===== config.mk =====
export PLATFORM = sky130hd
export DESIGN_NAME = single_port_mem_req_adapter
export DESIGN_NICKNAME = d
export VERILOG_FILES = /design/src/rtl/single_port_mem_req_adapter.sv
export SDC_FILE = /design/constraint.sdc
export NUM_CORES = 1
export LEC_CHECK = 0
export CORE_ASPECT_RATIO = 1.4
export CORE_MARGIN = 2
export CORE_UTILIZATION = 28
export DETAILED_ROUTE_END_ITERATION = 8
export PLACE_DENSITY = 0.5
export SLEW_MARGIN = 20
export SYNTH_ARGS = -nofsm -noshare
export SYNTH_HDL_FRONTEND = slang
export SYNTH_SLANG_ARGS = --single-unit

===== constraint.sdc =====
create_clock -name clk_i -period 3.7 [get_ports clk_i]
set_input_delay 1.11 -clock clk_i [delete_from_list [all_inputs] [get_ports clk_i]]
set_output_delay 1.11 -clock clk_i [all_outputs]
set_load 0.05 [all_outputs]

===== src/rtl/single_port_mem_req_adapter.sv =====
// Requester-side adapter: valid/ready request channel to a single-port SRAM
// wrapper with one-cycle read latency, plus a tagged, credit-limited read
// response FIFO on a valid/ready response channel.
module single_port_mem_req_adapter #(
    parameter int unsigned DATAW     = 32,
    parameter int unsigned SIZE      = 256,
    parameter int unsigned BYTEENW   = 4,
    parameter int unsigned ADDRW     = $clog2(SIZE),
    parameter int unsigned TAGW      = 4,
    parameter int unsigned RSP_DEPTH = 4
) (
    input  logic               clk_i,
    input  logic               rst_ni,
    // request channel
    input  logic               req_valid_i,
    output logic               req_ready_o,
    input  logic [ADDRW-1:0]   req_addr_i,
    input  logic [BYTEENW-1:0] req_wren_i,
    input  logic [DATAW-1:0]   req_wdata_i,
    input  logic [TAGW-1:0]    req_tag_i,
    // response channel
    output logic               rsp_valid_o,
    input  logic               rsp_ready_i,
    output logic [DATAW-1:0]   rsp_data_o,
    output logic [TAGW-1:0]    rsp_tag_o,
    // memory wrapper port
    output logic [ADDRW-1:0]   mem_addr_o,
    output logic [BYTEENW-1:0] mem_wren_o,
    output logic [DATAW-1:0]   mem_wdata_o,
    input  logic [DATAW-1:0]   mem_rdata_i,
    // status
    output logic               busy_o
);

    localparam int unsigned CNTW = $clog2(RSP_DEPTH + 1);
    localparam int unsigned PTRW = (RSP_DEPTH > 1) ? $clog2(RSP_DEPTH) : 1;
    localparam logic [CNTW-1:0] CNT_MAX  = CNTW'(RSP_DEPTH);
    localparam logic [PTRW-1:0] PTR_LAST = PTRW'(RSP_DEPTH - 1);

    typedef struct packed {
        logic [TAGW-1:0]  tag;
        logic [DATAW-1:0] data;
    } rsp_entry_t;

    // credit counter: reads issued and not yet popped
    logic [CNTW-1:0] cnt_q, cnt_d;
    // in-flight read stage (memory data arrives one cycle after issue)
    logic            if_v_q, if_v_d;
    logic [TAGW-1:0] if_tag_q, if_tag_d;
    // response FIFO bookkeeping
    logic [PTRW-1:0] wr_ptr_q, wr_ptr_d;
    logic [PTRW-1:0] rd_ptr_q, rd_ptr_d;
    logic [CNTW-1:0] fcnt_q, fcnt_d;
    logic            busy_q, busy_d;
    rsp_entry_t      fifo_q [RSP_DEPTH];

    logic       is_write_c;
    logic       fire_c;
    logic       read_fire_c;
    logic       push_c;
    logic       pop_c;
    logic       fifo_full_c;
    rsp_entry_t head_c;

    // request acceptance and memory drive; credits only gate reads
    always_comb begin
        is_write_c  = |req_wren_i;
        req_ready_o = rst_ni && (is_write_c || (cnt_q < CNT_MAX));
        fire_c      = req_valid_i && req_ready_o;
        read_fire_c = fire_c && !is_write_c;
        mem_addr_o  = req_addr_i;
        mem_wdata_o = req_wdata_i;
        mem_wren_o  = fire_c ? req_wren_i : '0;
    end

    // response head; outputs held at zero while empty or in reset
    always_comb begin
        head_c      = fifo_q[rd_ptr_q];
        push_c      = if_v_q;
        fifo_full_c = (fcnt_q == CNT_MAX);
        rsp_valid_o = rst_ni && (fcnt_q != '0);
        pop_c       = rsp_valid_o && rsp_ready_i;
        rsp_data_o  = rsp_valid_o ? head_c.data : '0;
        rsp_tag_o   = rsp_valid_o ? head_c.tag  : '0;
        busy_o      = rst_ni && busy_q;
    end

    // next-state for credits, in-flight stage and FIFO pointers
    always_comb begin
        cnt_d    = cnt_q;
        fcnt_d   = fcnt_q;
        if_v_d   = 1'b0;
        if_tag_d = if_tag_q;
        wr_ptr_d = wr_ptr_q;
        rd_ptr_d = rd_ptr_q;
        busy_d   = 1'b0;

        cnt_d  = cnt_q  + CNTW'(read_fire_c) - CNTW'(pop_c);
        fcnt_d = fcnt_q + CNTW'(push_c)      - CNTW'(pop_c);

        if_v_d = read_fire_c;
        if (read_fire_c) begin
            if_tag_d = req_tag_i;
        end

        if (push_c) begin
            wr_ptr_d = (wr_ptr_q == PTR_LAST) ? '0 : wr_ptr_q + PTRW'(1);
        end
        if (pop_c) begin
            rd_ptr_d = (rd_ptr_q == PTR_LAST) ? '0 : rd_ptr_q + PTRW'(1);
        end

        busy_d = (cnt_d != '0);
    end

    // state registers with synchronous reset; outstanding reads are dropped
    always_ff @(posedge clk_i) begin
        if (!rst_ni) begin
            cnt_q    <= '0;
            fcnt_q   <= '0;
            if_v_q   <= 1'b0;
            if_tag_q <= '0;
            wr_ptr_q <= '0;
            rd_ptr_q <= '0;
            busy_q   <= 1'b0;
        end else begin
            cnt_q    <= cnt_d;
            fcnt_q   <= fcnt_d;
            if_v_q   <= if_v_d;
            if_tag_q <= if_tag_d;
            wr_ptr_q <= wr_ptr_d;
            rd_ptr_q <= rd_ptr_d;
            busy_q   <= busy_d;
        end
    end

    // FIFO storage; contents are only observed through the valid-gated head
    always_ff @(posedge clk_i) begin
        if (push_c) begin
            fifo_q[wr_ptr_q] <= '{tag: if_tag_q, data: mem_rdata_i};
        end
    end

    // credits make a push into a full FIFO unreachable
    always_ff @(posedge clk_i) begin
        if (rst_ni) begin
            assert (!(push_c && fifo_full_c));
        end
    end

endmodule

==> out/qor.txt <==
status: finished clean
Clock Pin Slew Worst Setup and Hold Paths: 60 ps
Mean Syn Cell Area: 18.3 sq um
WP data required: 2590 ps
clock sink total: 162
post-route ant nets: 0
hold_sp: if_tag_q[0]
Period Utilization, post-route: 0.989
Die Ht: 186 microns
top cells by area, synth: edfxtp_1 (65%), mux4_2 (12%), dfxtp_1 (5.4%)
Yosys warning count: 0
starting density of the core: 0.286
CTS Buf Count: 17
dpl cells: 708
synthesized net count: 458
Worst Reg-to-Reg Cells: 9
final wirelength: 12800 microns
Site Rows: 66
Seq. cell area: 0.00469 sq mm
layout cells sized above 1: 0.299
synth unique cells: 29
CP cell instances: clkdlybuf4s50_1 -> or4_4 -> buf_4 -> o21a_1 -> buf_6
Final HPWL DP: 7460 microns
Worst Clk Skew: 10.5 ps
Final Setup Violations: 0
vias in the first global route: 3539
GRT overflow: 0
CTS HTree Levels: 4
drt first-iter violations: 183
net load switching power: 1400 uW
critical path class: in2out
routability congestion estimate: 0.671
First-pass DRT Iterations: 4
final net count: 517
Synth Instances: 363
endpoints failing hold: 0
Multi-input gate area: 0.00153 sq mm
vias per inst: 4.31
CP Launch Type: primary input
WP data arrival: 2550 ps
Layout area overhead: 30.1%
Die Wd: 134 microns
worst-path fanout max: 2
first-pass GRT wire length: 19300 microns
worst slew pin tran: 615 ps
initial antenna violation count: 2
pwr dens: 572 mW/mm^2
Reg-to-Reg Start: fcnt_q[1]
Leak: 0.00283 uW
Cell Count, Final, Fillers Out: 742
total number of vias: 3197
Max clock buf depth: 2
flop2flop setup slack: 1210 ps
Comb power frac: 0.248
drc violations: 0
max_cap viols: 0
register area share after synthesis: 0.707
clock share of power: 0.329
top cell type by total area after synthesis: edfxtp_1
CTS Root Cell: clkbuf_16
post-CTS setup buffers: 0
crit path time final: 3660 ps
post-layout util: 0.372
switching portion of total power: 0.284
worst min path class: reg2reg
CTS tree: yes
die area: 0.0249 sq mm
pin count of the biggest net entering global routing: 39
nature of the critical path endpoint: output pin
Avg WL per Cell: 17.2 microns
synthesized area: 0.00663 sq mm
Max Slew Vio Count: 0
relative slew slack: 0.590
post_cts resized: 0
Reg-to-Reg End: busy_q
CP Launch Point: req_wren_i[0]
Synth top area share: 0.653
total track usage: 0.104
Synth Register Bits: 162
Critical Path Sink: req_ready_o
Int Pwr: 3530 uW
hold_buf cts: 0
CP peak stage delay: 540 ps
VDD IR max: 0.306 mV
# fillers: 2118
achievable frequency: 0.273 GHz
core area: 0.0232 sq mm
Top Ports: 167
Skew-Pair Late Insertion Delay: 410 ps
CP max stage cell: or4_4
IO buf count: 86
Seq pwr share: 0.423
[cell families after synthesis]
kind of cell             count (synthesis)  synth area share
AO/OA/AOI/OAI                            5           0.00510
XOR/XNOR                                 4           0.00529
adder cells (fa/ha/maj)                 11            0.0230
buffers and inverters                   68            0.0634
flip-flops                             162             0.707
multiplexers                            42             0.131
AND/OR/NAND/NOR                         71            0.0648
[state kept, by name, summed over array words and instances, names as in the netlist, named ones only]
name,flops
if_tag_q,4
rd_ptr_q,2
if_v_q,1
fcnt_q,3
wr_ptr_q,2
busy_q,1
cnt_q,3
fifo_q,144
[Yosys cell counts (all sizes together)]
master    n
inv      13
and2     47
mux4     36
nor2      2
clkbuf    7
nor3      1
o21ai     2
buf      48
ha        9
o31ai     1
nor3b     1
fa        2
edfxtp  144
mux2i     6
nor2b     2
nand2    11
or4       2
xor2      1
o31a      1
nand3     1
o21a      1
and3      4
xnor2     3
dfxtp    18
[routing by layer]
layer / track usage / up-vias / part of all wire
li1: - / 1448 / -
met1: 0.117 / 1637 / 0.40
met2: 0.183 / 101 / 0.52
met3: 0.0357 / 11 / 0.065
met4: 0.0400 / 0 / 0.018
met5: 0 / - / 0
[through the flow]
| step | instance area, sq um | setup TNS [ps] | hold WS (ps) | power (uW) | setup slack [ps] |
|---|---|---|---|---|---|
| finish | 8620 | 0 | 505 | 4930 | 39.7 |
| detailed placement | 8040 | -371 | 490 | 3340 | -229 |
| floorplan | 6630 | 0 | 460 | 2890 | 72.1 |
| CTS | 8590 | 0 | 506 | 4970 | 12.5 |
| global route | 8620 | -9.80 | 534 | 5150 | -3.78 |
| global placement | 8020 | -151 | 473 | 3330 | -116 |
[cell usage in the layout (no fill, tap or decap), types with 2 or more instances in the layout]
cell type	instances
edfxtp_1	144
buf_12	46
clkdlybuf4s50_1	43
and2_1	42
mux4_2	36
clkbuf_16	18
dfxtp_1	16
inv_1	12
nand2_1	11
ha_1	9
mux2i_1	6
inv_6	5
and2_4	4
buf_4	4
and3_1	3
xnor2_1	3
clkinv_4	3
clkinvlp_4	3
nor2_1	2
nor2b_1	2
o21ai_0	2
fa_1	2
inv_8	2
[layout make-up]
class                           instances  area share
Antenna cell                            1    0.000290
Multi-Input combinational cell        133       0.178
Inverter                               13     0.00566
Timing Repair Buffer                   95       0.164
Tap cell                              306      0.0444
Sequential cell                       162       0.544
Clock buffer                           18      0.0498
Clock inverter                         14      0.0139
[worst max-delay path, delay by kind of cell]
kind / cells / cell delay [ps]
AO/OA/AOI/OAI: 1 / 180
buffers and inverters: 3 / 730
AND/OR/NAND/NOR: 1 / 540
[power by group through the flow]
stage / sequential, uW / combinational, uW / clock (uW)
final: 2090 / 1220 / 1620
after CTS: 2090 / 1210 / 1670
after detailed placement: 2130 / 1210 / 0
after floorplan: 2080 / 816 / 0
after global placement: 2130 / 1190 / 0
after global routing: 2100 / 1300 / 1750
[worst min-delay path by stage]
stage	endpoint	depth (start not counted)
2_1_floorplan	fifo_q[0][32]	0
3_3_place_gp	register	2
3_5_place_dp	fifo_q[3][32]	0
4_1_cts	fifo_q[3][32]	0
5_1_grt	fifo_q[2][35]	0
6_report	fifo_q[3][32]	0
Power figures use the tool's default switching activity.
